`config.mk`:
```
export PLATFORM = sky130hd
export DESIGN_NAME = seg_display_arbiter
export DESIGN_NICKNAME = d
export VERILOG_FILES = /design/src/rtl/seg_display_arbiter.sv
export SDC_FILE = /design/constraint.sdc
export NUM_CORES = 1
export LEC_CHECK = 0
export ABC_AREA = 1
export CAP_MARGIN = 20
export CELL_PAD_IN_SITES_DETAIL_PLACEMENT = 1
export CELL_PAD_IN_SITES_GLOBAL_PLACEMENT = 1
export CORE_MARGIN = 2
export CORE_UTILIZATION = 37
export CTS_CLUSTER_SIZE = 14
export DETAILED_ROUTE_END_ITERATION = 6
export PLACE_DENSITY_LB_ADDON = 0.1
export SLEW_MARGIN = 30
export SYNTH_ARGS = -nofsm -noshare
export SYNTH_HDL_FRONTEND = slang
export SYNTH_SLANG_ARGS = --single-unit
```
`constraint.sdc`:
```
create_clock -name clk_i -period 2.1 [get_ports clk_i]
set_clock_uncertainty 0.1 [all_clocks]
set_input_delay 0.21 -clock clk_i [delete_from_list [all_inputs] [get_ports clk_i]]
set_output_delay 0.21 -clock clk_i [all_outputs]
set_load 0.02 [all_outputs]
```
`src/rtl/seg_display_arbiter.sv`:
```
// seg_display_arbiter
// Round-robin owner selection for the shared 4-digit seven-segment display path.
// Three requesters compete for one 9-bit display value.
// HOLD_CYCLES sets the minimum time a granted value stays on the display, so the
// display does not flicker.
// SLICE_CYCLES sets the longest time an owner keeps the grant while others wait,
// so no source starves the others.
// Optional feature: define PRIORITY_EN to make source 0 urgent. Source 0 then
// pre-empts any other owner and is never time-sliced while it requests.
module seg_display_arbiter #(
    parameter int               CNT_W        = 16,
    parameter logic [CNT_W-1:0] HOLD_CYCLES  = CNT_W'(50000),
    parameter logic [CNT_W-1:0] SLICE_CYCLES = CNT_W'(60000),
    parameter logic [8:0]       IDLE_VAL     = 9'd0
) (
    input  logic       clk_i,
    input  logic       rst_ni,
    input  logic [2:0] req_i,
    input  logic [8:0] val0_i,
    input  logic [8:0] val1_i,
    input  logic [8:0] val2_i,
    output logic [2:0] gnt_o,
    output logic [8:0] disp_val_o,
    output logic       disp_valid_o
);

    typedef enum logic [1:0] {S_IDLE, S_GRANT, S_LINGER} state_e;

    localparam logic [CNT_W-1:0] HOLD_LAST  = HOLD_CYCLES - 1'b1;
    localparam logic [CNT_W-1:0] SLICE_LAST = SLICE_CYCLES - 1'b1;

    state_e           state_q, state_d;
    logic [1:0]       owner_q, owner_d;
    logic [1:0]       last_q, last_d;
    logic [CNT_W-1:0] hold_q, hold_d;
    logic [2:0]       gnt_q, gnt_d;
    logic [8:0]       disp_val_q, disp_val_d;
    logic             disp_valid_q, disp_valid_d;

    logic [1:0]       c0, c1, c2, win;
    logic             any_req, others_req, prio_hit, slice_en, arb_go;
    logic [CNT_W-1:0] hold_inc;

    function automatic logic [8:0] sel_val(input logic [1:0] i, input logic [8:0] a,
                                           input logic [8:0] b, input logic [8:0] c);
        case (i)
            2'd0:    return a;
            2'd1:    return b;
            default: return c;
        endcase
    endfunction

    function automatic logic [2:0] onehot(input logic [1:0] i);
        return 3'b001 << i;
    endfunction

    // Round-robin search: the first requester after the last owner, modulo 3
    always_comb begin
        c0 = (last_q == 2'd2) ? 2'd0 : last_q + 2'd1;
        c1 = (c0 == 2'd2) ? 2'd0 : c0 + 2'd1;
        c2 = (c1 == 2'd2) ? 2'd0 : c1 + 2'd1;
        if (req_i[c0])      win = c0;
        else if (req_i[c1]) win = c1;
        else                win = c2;
    end

    assign any_req    = |req_i;
    assign others_req = |(req_i & ~onehot(owner_q));
    // The counter saturates at the slice limit, so it cannot wrap during a long grant
    assign hold_inc   = (hold_q < SLICE_LAST) ? hold_q + 1'b1 : hold_q;

`ifdef PRIORITY_EN
    // Source 0 pre-empts any other owner. It also cannot be sliced away while it still requests.
    assign prio_hit = req_i[0] && (owner_q != 2'd0);
    assign slice_en = (owner_q != 2'd0) || !req_i[0];
`else
    assign prio_hit = 1'b0;
    assign slice_en = 1'b1;
`endif

    // Next-state decision for owner, hold timer and display outputs
    always_comb begin
        state_d    = state_q;
        owner_d    = owner_q;
        last_d     = last_q;
        hold_d     = hold_q;
        gnt_d      = gnt_q;
        disp_val_d = disp_val_q;
        arb_go     = 1'b0;

        case (state_q)
            S_IDLE: arb_go = 1'b1;
            S_GRANT: begin
                hold_d     = hold_inc;
                disp_val_d = sel_val(owner_q, val0_i, val1_i, val2_i);
                if (prio_hit) begin
                    state_d    = S_GRANT;
                    owner_d    = 2'd0;
                    last_d     = 2'd0;
                    hold_d     = '0;
                    gnt_d      = 3'b001;
                    disp_val_d = val0_i;
                end else if (!req_i[owner_q]) begin
                    if (hold_q >= HOLD_LAST) begin
                        arb_go = 1'b1;
                    end else begin
                        // The owner left early. Keep its value on the display for the rest of the hold time.
                        state_d    = S_LINGER;
                        gnt_d      = 3'b000;
                        disp_val_d = disp_val_q;
                    end
                end else if (slice_en && others_req && (hold_q >= SLICE_LAST)) begin
                    arb_go = 1'b1;
                end
            end
            S_LINGER: begin
                hold_d = hold_inc;
                if (prio_hit) begin
                    state_d    = S_GRANT;
                    owner_d    = 2'd0;
                    last_d     = 2'd0;
                    hold_d     = '0;
                    gnt_d      = 3'b001;
                    disp_val_d = val0_i;
                end else if (req_i[owner_q]) begin
                    // The owner came back. It keeps its hold time already elapsed.
                    state_d    = S_GRANT;
                    gnt_d      = onehot(owner_q);
                    disp_val_d = sel_val(owner_q, val0_i, val1_i, val2_i);
                end else if (hold_q >= HOLD_LAST) begin
                    arb_go = 1'b1;
                end
            end
            default: begin
                state_d = S_IDLE;
                gnt_d   = 3'b000;
            end
        endcase

        if (arb_go) begin
            if (any_req) begin
                state_d    = S_GRANT;
                owner_d    = win;
                last_d     = win;
                hold_d     = '0;
                gnt_d      = onehot(win);
                disp_val_d = sel_val(win, val0_i, val1_i, val2_i);
            end else begin
                state_d    = S_IDLE;
                hold_d     = '0;
                gnt_d      = 3'b000;
                disp_val_d = IDLE_VAL;
            end
        end

        disp_valid_d = (state_d != S_IDLE);
    end

    // Register the state and all outputs. Reset clears any grant at once.
    always_ff @(posedge clk_i or negedge rst_ni) begin
        if (!rst_ni) begin
            state_q      <= S_IDLE;
            owner_q      <= 2'd0;
            last_q       <= 2'd2;
            hold_q       <= '0;
            gnt_q        <= 3'b000;
            disp_val_q   <= IDLE_VAL;
            disp_valid_q <= 1'b0;
        end else begin
            state_q      <= state_d;
            owner_q      <= owner_d;
            last_q       <= last_d;
            hold_q       <= hold_d;
            gnt_q        <= gnt_d;
            disp_val_q   <= disp_val_d;
            disp_valid_q <= disp_valid_d;
        end
    end

    assign gnt_o        = gnt_q;
    assign disp_val_o   = disp_val_q;
    assign disp_valid_o = disp_valid_q;

endmodule

```
==> results of run 1 <==
[metrics by stage]
stage	total power, mW	instances	utilization, %	instance area, um^2	hold slack [ps]
2_1_floorplan	2.803	425	-	2670	-185.6
3_3_place_gp	3.679	573	47.97	3313	361.8
3_5_place_dp	3.773	573	47.97	3313	371.5
4_1_cts	4.294	581	49.29	3405	250.8
5_1_grt	4.752	585	50.25	3471	280.9
6_report	4.305	585	50.25	3471	229.4
[layer usage]
| layer | wire length, um | vias to the layer above | global-route usage [%] |
|---|---|---|---|
| met3 | 215 | 11 | 2.862 |
| met4 | 141 | 0 | 6.377 |
| met1 | 3571 | 1379 | 27.69 |
| met2 | 4019 | 41 | 37.65 |
| met5 | 0 | - | 0 |
| li1 | - | 1458 | - |
[report_power, final]
part	internal (mW)	total, mW	leakage [nW]	switching, mW
Clock	0.265	0.506	0.0482	0.241
Sequential	0.860	1.04	0.443	0.176
Combinational	1.08	2.76	1.23	1.68
[cells by family after synthesis]
logic type / share of synthesized area [%]
xor gates and xnor gates: 3.280
buffers and inverters: 9.981
adders and majority gates: 0.4685
and+or+nand+nor: 50.09
AOI/OAI and AO/OA: 4.264
DFF: 31.91
[Yosys cell counts]
cell type    n
nor3_1      11
clkbuf_1     2
nor2_2       8
nor2_4       1
inv_1       38
nand4_1      8
dfrtp_1     33
nor4_1       2
nand4_2      1
buf_4        3
nand2_2      7
o21ai_1      8
buf_6        6
nor3_2       9
o21ai_0      6
o21ai_2      1
nand3_2      3
xor2_1      10
a21oi_1      7
dfstp_2      1
inv_2        7
nand2_1    181
ha_1         1
nand3_1     29
nor2_1      42
[sequential cells by signal, indices dropped and copies added (netlist names)]
register,count
disp_val_o,9
hold_q,16
gnt_o,3
state_q,2
disp_valid_o,1
owner_q,2
last_q,1
[area by class of cell]
cell class                 instances  share of cell area (%)
clock buffer                       7                   2.487
clock inverter                     1                  0.1442
inverter                          45                   4.867
multi-input combinational        335                   45.71
tap                               96                   3.461
timing repair buffer              67                   18.75
sequential                        34                   24.59
[worst min-delay path by stage]
| stage | from | endpoint | slack, ps | cells after the start |
|---|---|---|---|---|
| after floorplan | rst_ni | disp_val_o[0]$_DFFE_PN0P_ | -190 | 0 |
| after global placement | disp_val_o[5]$_DFFE_PN0P_ | disp_val_o[5]$_DFFE_PN0P_ | 360 | 2 |
| after detailed placement | disp_val_o[0]$_DFFE_PN0P_ | disp_val_o[0]$_DFFE_PN0P_ | 370 | 2 |
| after CTS | rst_ni | hold_q[8]$_DFFE_PN0P_ | 250 | 2 |
| after global routing | rst_ni | disp_valid_o$_DFF_PN0_ | 280 | 2 |
| final | rst_ni | disp_valid_o$_DFF_PN0_ | 230 | 2 |
[repair_timing]
item / 4_1_cts / 5_1_grt
endpoints found under the setup margin: 0 / 24
setup buffers: 0 / 4
gates resized for setup: 0 / 9
==> flow_summary.yaml, run 1 <==
run_status:
  status: "complete, no violations"
final_layout:
  final_common_cell: "nand2_1"
  diodes: 0
  nNetsFinal: 521
  area_delta_synth_final_pct: 29.99
  multi_input_comb_area_um2: 1587
  ff_latch_area_um2: 853.3
  mostFrequentLayoutCells: "178 x nand2_1, 44 x clkdlybuf4s50_1, 42 x nor2_1, 38 x inv_1, 32 x dfrtp_1"
  drive_gt1_share_pct: 14.93
  fillers: 949
worst_setup_path:
  crit_path_frequent_cell: "nand2_2"
  crit_end: "hold_q[11]$_DFFE_PN0P_"
  cp.buffers_inverters: 2
  end_kind: "flip-flop"
  slowest_stage: "dfrtp_1"
  reg2reg_slack_ps: 130
  crit_fanout: 9
  arrival_ps: 2080
  r2r-end: "hold_q[11]$_DFFE_PN0P_"
  worst-setup-path-type: "reg -> reg"
  worstSetupStartpoint: "hold_q[1]$_DFFE_PN0P_"
  start_kind: "flip-flop"
  path_depth: 15
  reg2reg_from: "hold_q[1]$_DFFE_PN0P_"
  worstRegToRegCells: 15
  slowest_delay_ps: 410
  crit_family: "simple AND/OR/NAND/NOR gates"
  path_cells: "ha_4 > nand2_4 > nor2_4 > nand3_1 > nand2_1 > nand2_2 > nand2_2 > nand2_2 > nand3_2 > nand2_4 > inv_2 > buf_4 > nor2_1 > nand2_1 > o21ai_1"
  cp.required_ps: 2210
detailed_routing:
  final_antenna_net_count: 0
  drt_pass1_iterations: 4
  drt_iter0_drc: 59
  vias: 2889
  drc: 0
  via_per_inst: 4.938
  wl_per_cell_um: 13.59
  wl_mm: 7.948
floorplan:
  io_pins: 45
  fp.dieArea_um2: 7912
  row_count: 30
  start_util_pct: 38.66
  chipHeight_um: 88.95
  die_w_um: 88.95
  core_area_um2: 6907
timing:
  max-slew-margin-rel_pct: 65.10
  hold_viol: 0
  fin_setup_tns_ps: 0
  finalCriticalPeriod_ps: 1967
  worstMarginPinSlew_ps: 518.8
  maxSlewViolCount: 0
  finalSetupViolations: 0
  setup_ws_ps: 132.7
  finalCritPeriodShare_pct: 93.68
  fmax_ghz: 0.5083
yosys:
  yosysUniqueCellTypes: 25
  synth-seq-cells: 34
  syn_area_um2: 2670
  synth_nets: 458
  synth_cells: 425
  ys_seq_area_share_pct: 31.91
  synth_top_area_share_pct: 30.93
  ys_top_cells_by_area: "dfrtp_1 31%, nand2_1 25%, nor2_1 5.9%"
  yosysWarnings: 0
  avgSynthCellArea_um2: 6.282
  netlist.top_cell.by_area: "dfrtp_1"
cts:
  cts_tree: "yes"
  root_buffer: "clkbuf_8"
  clk_latency_ps: 290
  numCtsBuffers: 5
  h-tree-depth: 2
  clockBufferDepth: 2
  clk_pin_slew_ps: 70
  clkSinkCount: 34
  postCtsHoldBufs: 0
worst_hold_path:
  hold_class: "in -> async"
place:
  hpwl_mm: 6.363
  io_buffers: 44
  pre_cts_slack_ps: -27.05
  place_congestion: 0.9138
run:
  cap_violations: 0
power_and_ir_drop:
  leakage_nw: 1.726
  power.density_nw_per_um2: 1240
  ir_drop_mv: 1.255
global_routing:
  grt_max_degree: 35
  grt_pass1_wl_mm: 13.40
  grt_pass1_vias: 2898
  grt.overflow.total: 0
  antenna_found_initial: 0
  grt_use_total_pct: 21.50
No activity file was read; power rests on OpenSTA's default activity.
==> run 2, diff against run 1 <==
--- a/config.mk
+++ b/config.mk
@@ -10,7 +10,8 @@
 export CELL_PAD_IN_SITES_DETAIL_PLACEMENT = 1
 export CELL_PAD_IN_SITES_GLOBAL_PLACEMENT = 1
 export CORE_MARGIN = 2
-export CORE_UTILIZATION = 37
+export CORE_UTILIZATION = 38
+export CTS_BUF_LIST = sky130_fd_sc_hd__clkbuf_8
 export CTS_CLUSTER_SIZE = 14
 export DETAILED_ROUTE_END_ITERATION = 6
 export PLACE_DENSITY_LB_ADDON = 0.1
==> flow_summary.yaml, run 2 (synthesis results as in run 1) <==
detailed_routing:
  drc: 0
  via_per_inst: 4.863
  final_antenna_net_count: 0
  vias: 2830
  drt_pass1_iterations: 4
  drt_iter0_drc: 92
  wl_per_cell_um: 13.76
  wl_mm: 8.011
cts:
  root_buffer: "clkbuf_8"
  numCtsBuffers: 5
  clkSinkCount: 34
  clk_pin_slew_ps: 80
  cts_tree: "yes"
  clk_latency_ps: 290
  h-tree-depth: 2
  clockBufferDepth: 2
timing:
  fmax_ghz: 0.5091
  maxSlewViolCount: 0
  finalCritPeriodShare_pct: 93.54
  whs_ps: 235.7
  hold_viol: 0
  finalCriticalPeriod_ps: 1964
  max-slew-margin-rel_pct: 69.87
  worstMarginPinSlew_ps: 447.9
  finalSetupViolations: 0
worst_setup_path:
  cp.required_ps: 2190
  reg2reg_from: "hold_q[1]$_DFFE_PN0P_"
  worstRegToRegCells: 16
  start_kind: "flip-flop"
  end_kind: "flip-flop"
  crit_fanout: 12
  r2r-end: "gnt_o[2]$_DFFE_PN0P_"
  worst-setup-path-type: "reg -> reg"
  arrival_ps: 2050
  reg2reg_slack_ps: 140
floorplan:
  fp.dieArea_um2: 7713
  io_pins: 45
  start_util_pct: 39.30
  die_w_um: 87.83
  chipHeight_um: 87.83
  core_area_um2: 6794
  row_count: 30
final_layout:
  stdcell_count: 582
  fillers: 908
  area_delta_synth_final_pct: 28.35
  multi_input_comb_area_um2: 1579
  largest_register_ffs: 16
  nNetsFinal: 518
  ff_latch_area_um2: 853.3
  final_core_utilization_pct: 50.44
  final_common_cell: "nand2_1"
  diodes: 0
  drive_gt1_share_pct: 13.79
  regMostFlops: "hold_q"
  mostFrequentLayoutCells: "181 x nand2_1, 44 x clkdlybuf4s50_1, 42 x nor2_1, 39 x inv_1, 32 x dfrtp_1"
power_and_ir_drop:
  ir_drop_mv: 1.180
  leakage_nw: 1.706
  power_frac_comb_pct: 64.2
  seqPwrFrac_pct: 24.5
  power.density_nw_per_um2: 1236
  clock_power_share_pct: 11.3
  switchingPower_mw: 2.080
  intPower_mw: 2.156
  p_sw_share_pct: 49.10
global_routing:
  grt_pass1_wl_mm: 13.10
  grt_use_total_pct: 21.36
  grt.overflow.total: 0
  grt_max_degree: 35
  antenna_found_initial: 0
  grt_pass1_vias: 2829
run_status:
  status: "complete, no violations"
place:
  io_buffers: 44
  hpwl_mm: 6.185
  place_congestion: 0.8522
  dp_cells: 571
run:
  cap_violations: 0
worst_hold_path:
  hold_class: "in -> async"
-- run 2: cell count changes in the layout (fill, tap and decap cells not counted), sizes merged --
cell and delta:
buf -3, clkbuf -2, clkinv +1, inv +1
-- run 2: layout make-up --
cell class | instances | share of cell area, %
inverter | 45 | 4.929
sequential | 34 | 24.90
clock buffer | 5 | 2.008
timing repair buffer | 64 | 18.18
tap | 96 | 3.505
clock inverter | 3 | 0.4016
multi-input combinational | 335 | 46.08
-- run 2: worst max-delay path by stage --
stage	start	endpoint	slack [ps]	cells after the start
3_5_place_dp	req_i[1]	owner_q[0]$_DFFE_PN0P_	-70	11
5_1_grt	hold_q[1]$_DFFE_PN0P_	gnt_o[2]$_DFFE_PN0P_	-8	16
4_1_cts	hold_q[1]$_DFFE_PN0P_	owner_q[0]$_DFFE_PN0P_	6	13
6_report	hold_q[1]$_DFFE_PN0P_	gnt_o[2]$_DFFE_PN0P_	140	16
2_1_floorplan	hold_q[0]$_DFFE_PN0P_	disp_val_o[0]$_DFFE_PN0P_	280	13
3_3_place_gp	req_i[2]	disp_val_o[1]$_DFFE_PN0P_	20	15
-- run 2: through the flow --
| stage | setup TNS, ps | total power, mW | setup slack, ps | cell area (um^2) |
|---|---|---|---|---|
| 5_1_grt | -7.583 | 4.632 | -7.583 | 3427 |
| 2_1_floorplan | 0 | 2.803 | 276.8 | 2670 |
| 3_3_place_gp | 0 | 3.622 | 20.07 | 3286 |
| 4_1_cts | 0 | 4.189 | 5.754 | 3368 |
| 3_5_place_dp | -199.7 | 3.691 | -72.66 | 3286 |
| 6_report | 0 | 4.236 | 135.6 | 3427 |
-- run 2: per-layer routing --
| metal | vias up | track usage, % | wire, um |
|---|---|---|---|
| met1 | 1330 | 26.65 | 3515 |
| li1 | 1442 | - | - |
| met2 | 54 | 39.12 | 4220 |
| met5 | - | 0 | 0 |
| met3 | 4 | 2.545 | 210 |
| met4 | 0 | 5.035 | 65 |
-- run 2: power by group through the flow --
stage          combinational (mW)  sequential (mW)  clock (mW)
3_3_place_gp                 2.59             1.03           0
2_1_floorplan                1.69             1.12           0
3_5_place_dp                 2.65             1.04           0
5_1_grt                      3.05             1.06       0.521
6_report                     2.72             1.04       0.480
4_1_cts                      2.67             1.03       0.490
-- run 2: repair_timing --
item | 4_1_cts | 5_1_grt
setup endpoints to repair | 0 | 29
hold buffers | 0 | 0
resized for setup | 0 | 8
buffers inserted | 0 | 3
-- run 2: critical path, cell delays in order (launching register included) --
cell,delay (ps)
dfrtp_1,420
ha_4,190
nand2_4,80
nor2_4,40
nand3_1,70
nand2_1,80
nand2_1,90
nand2_1,70
nand2_2,100
nand3_2,80
nand2_4,90
inv_2,50
buf_6,140
nand2_1,90
nand2_1,50
nand2_1,50
nand2_1,50
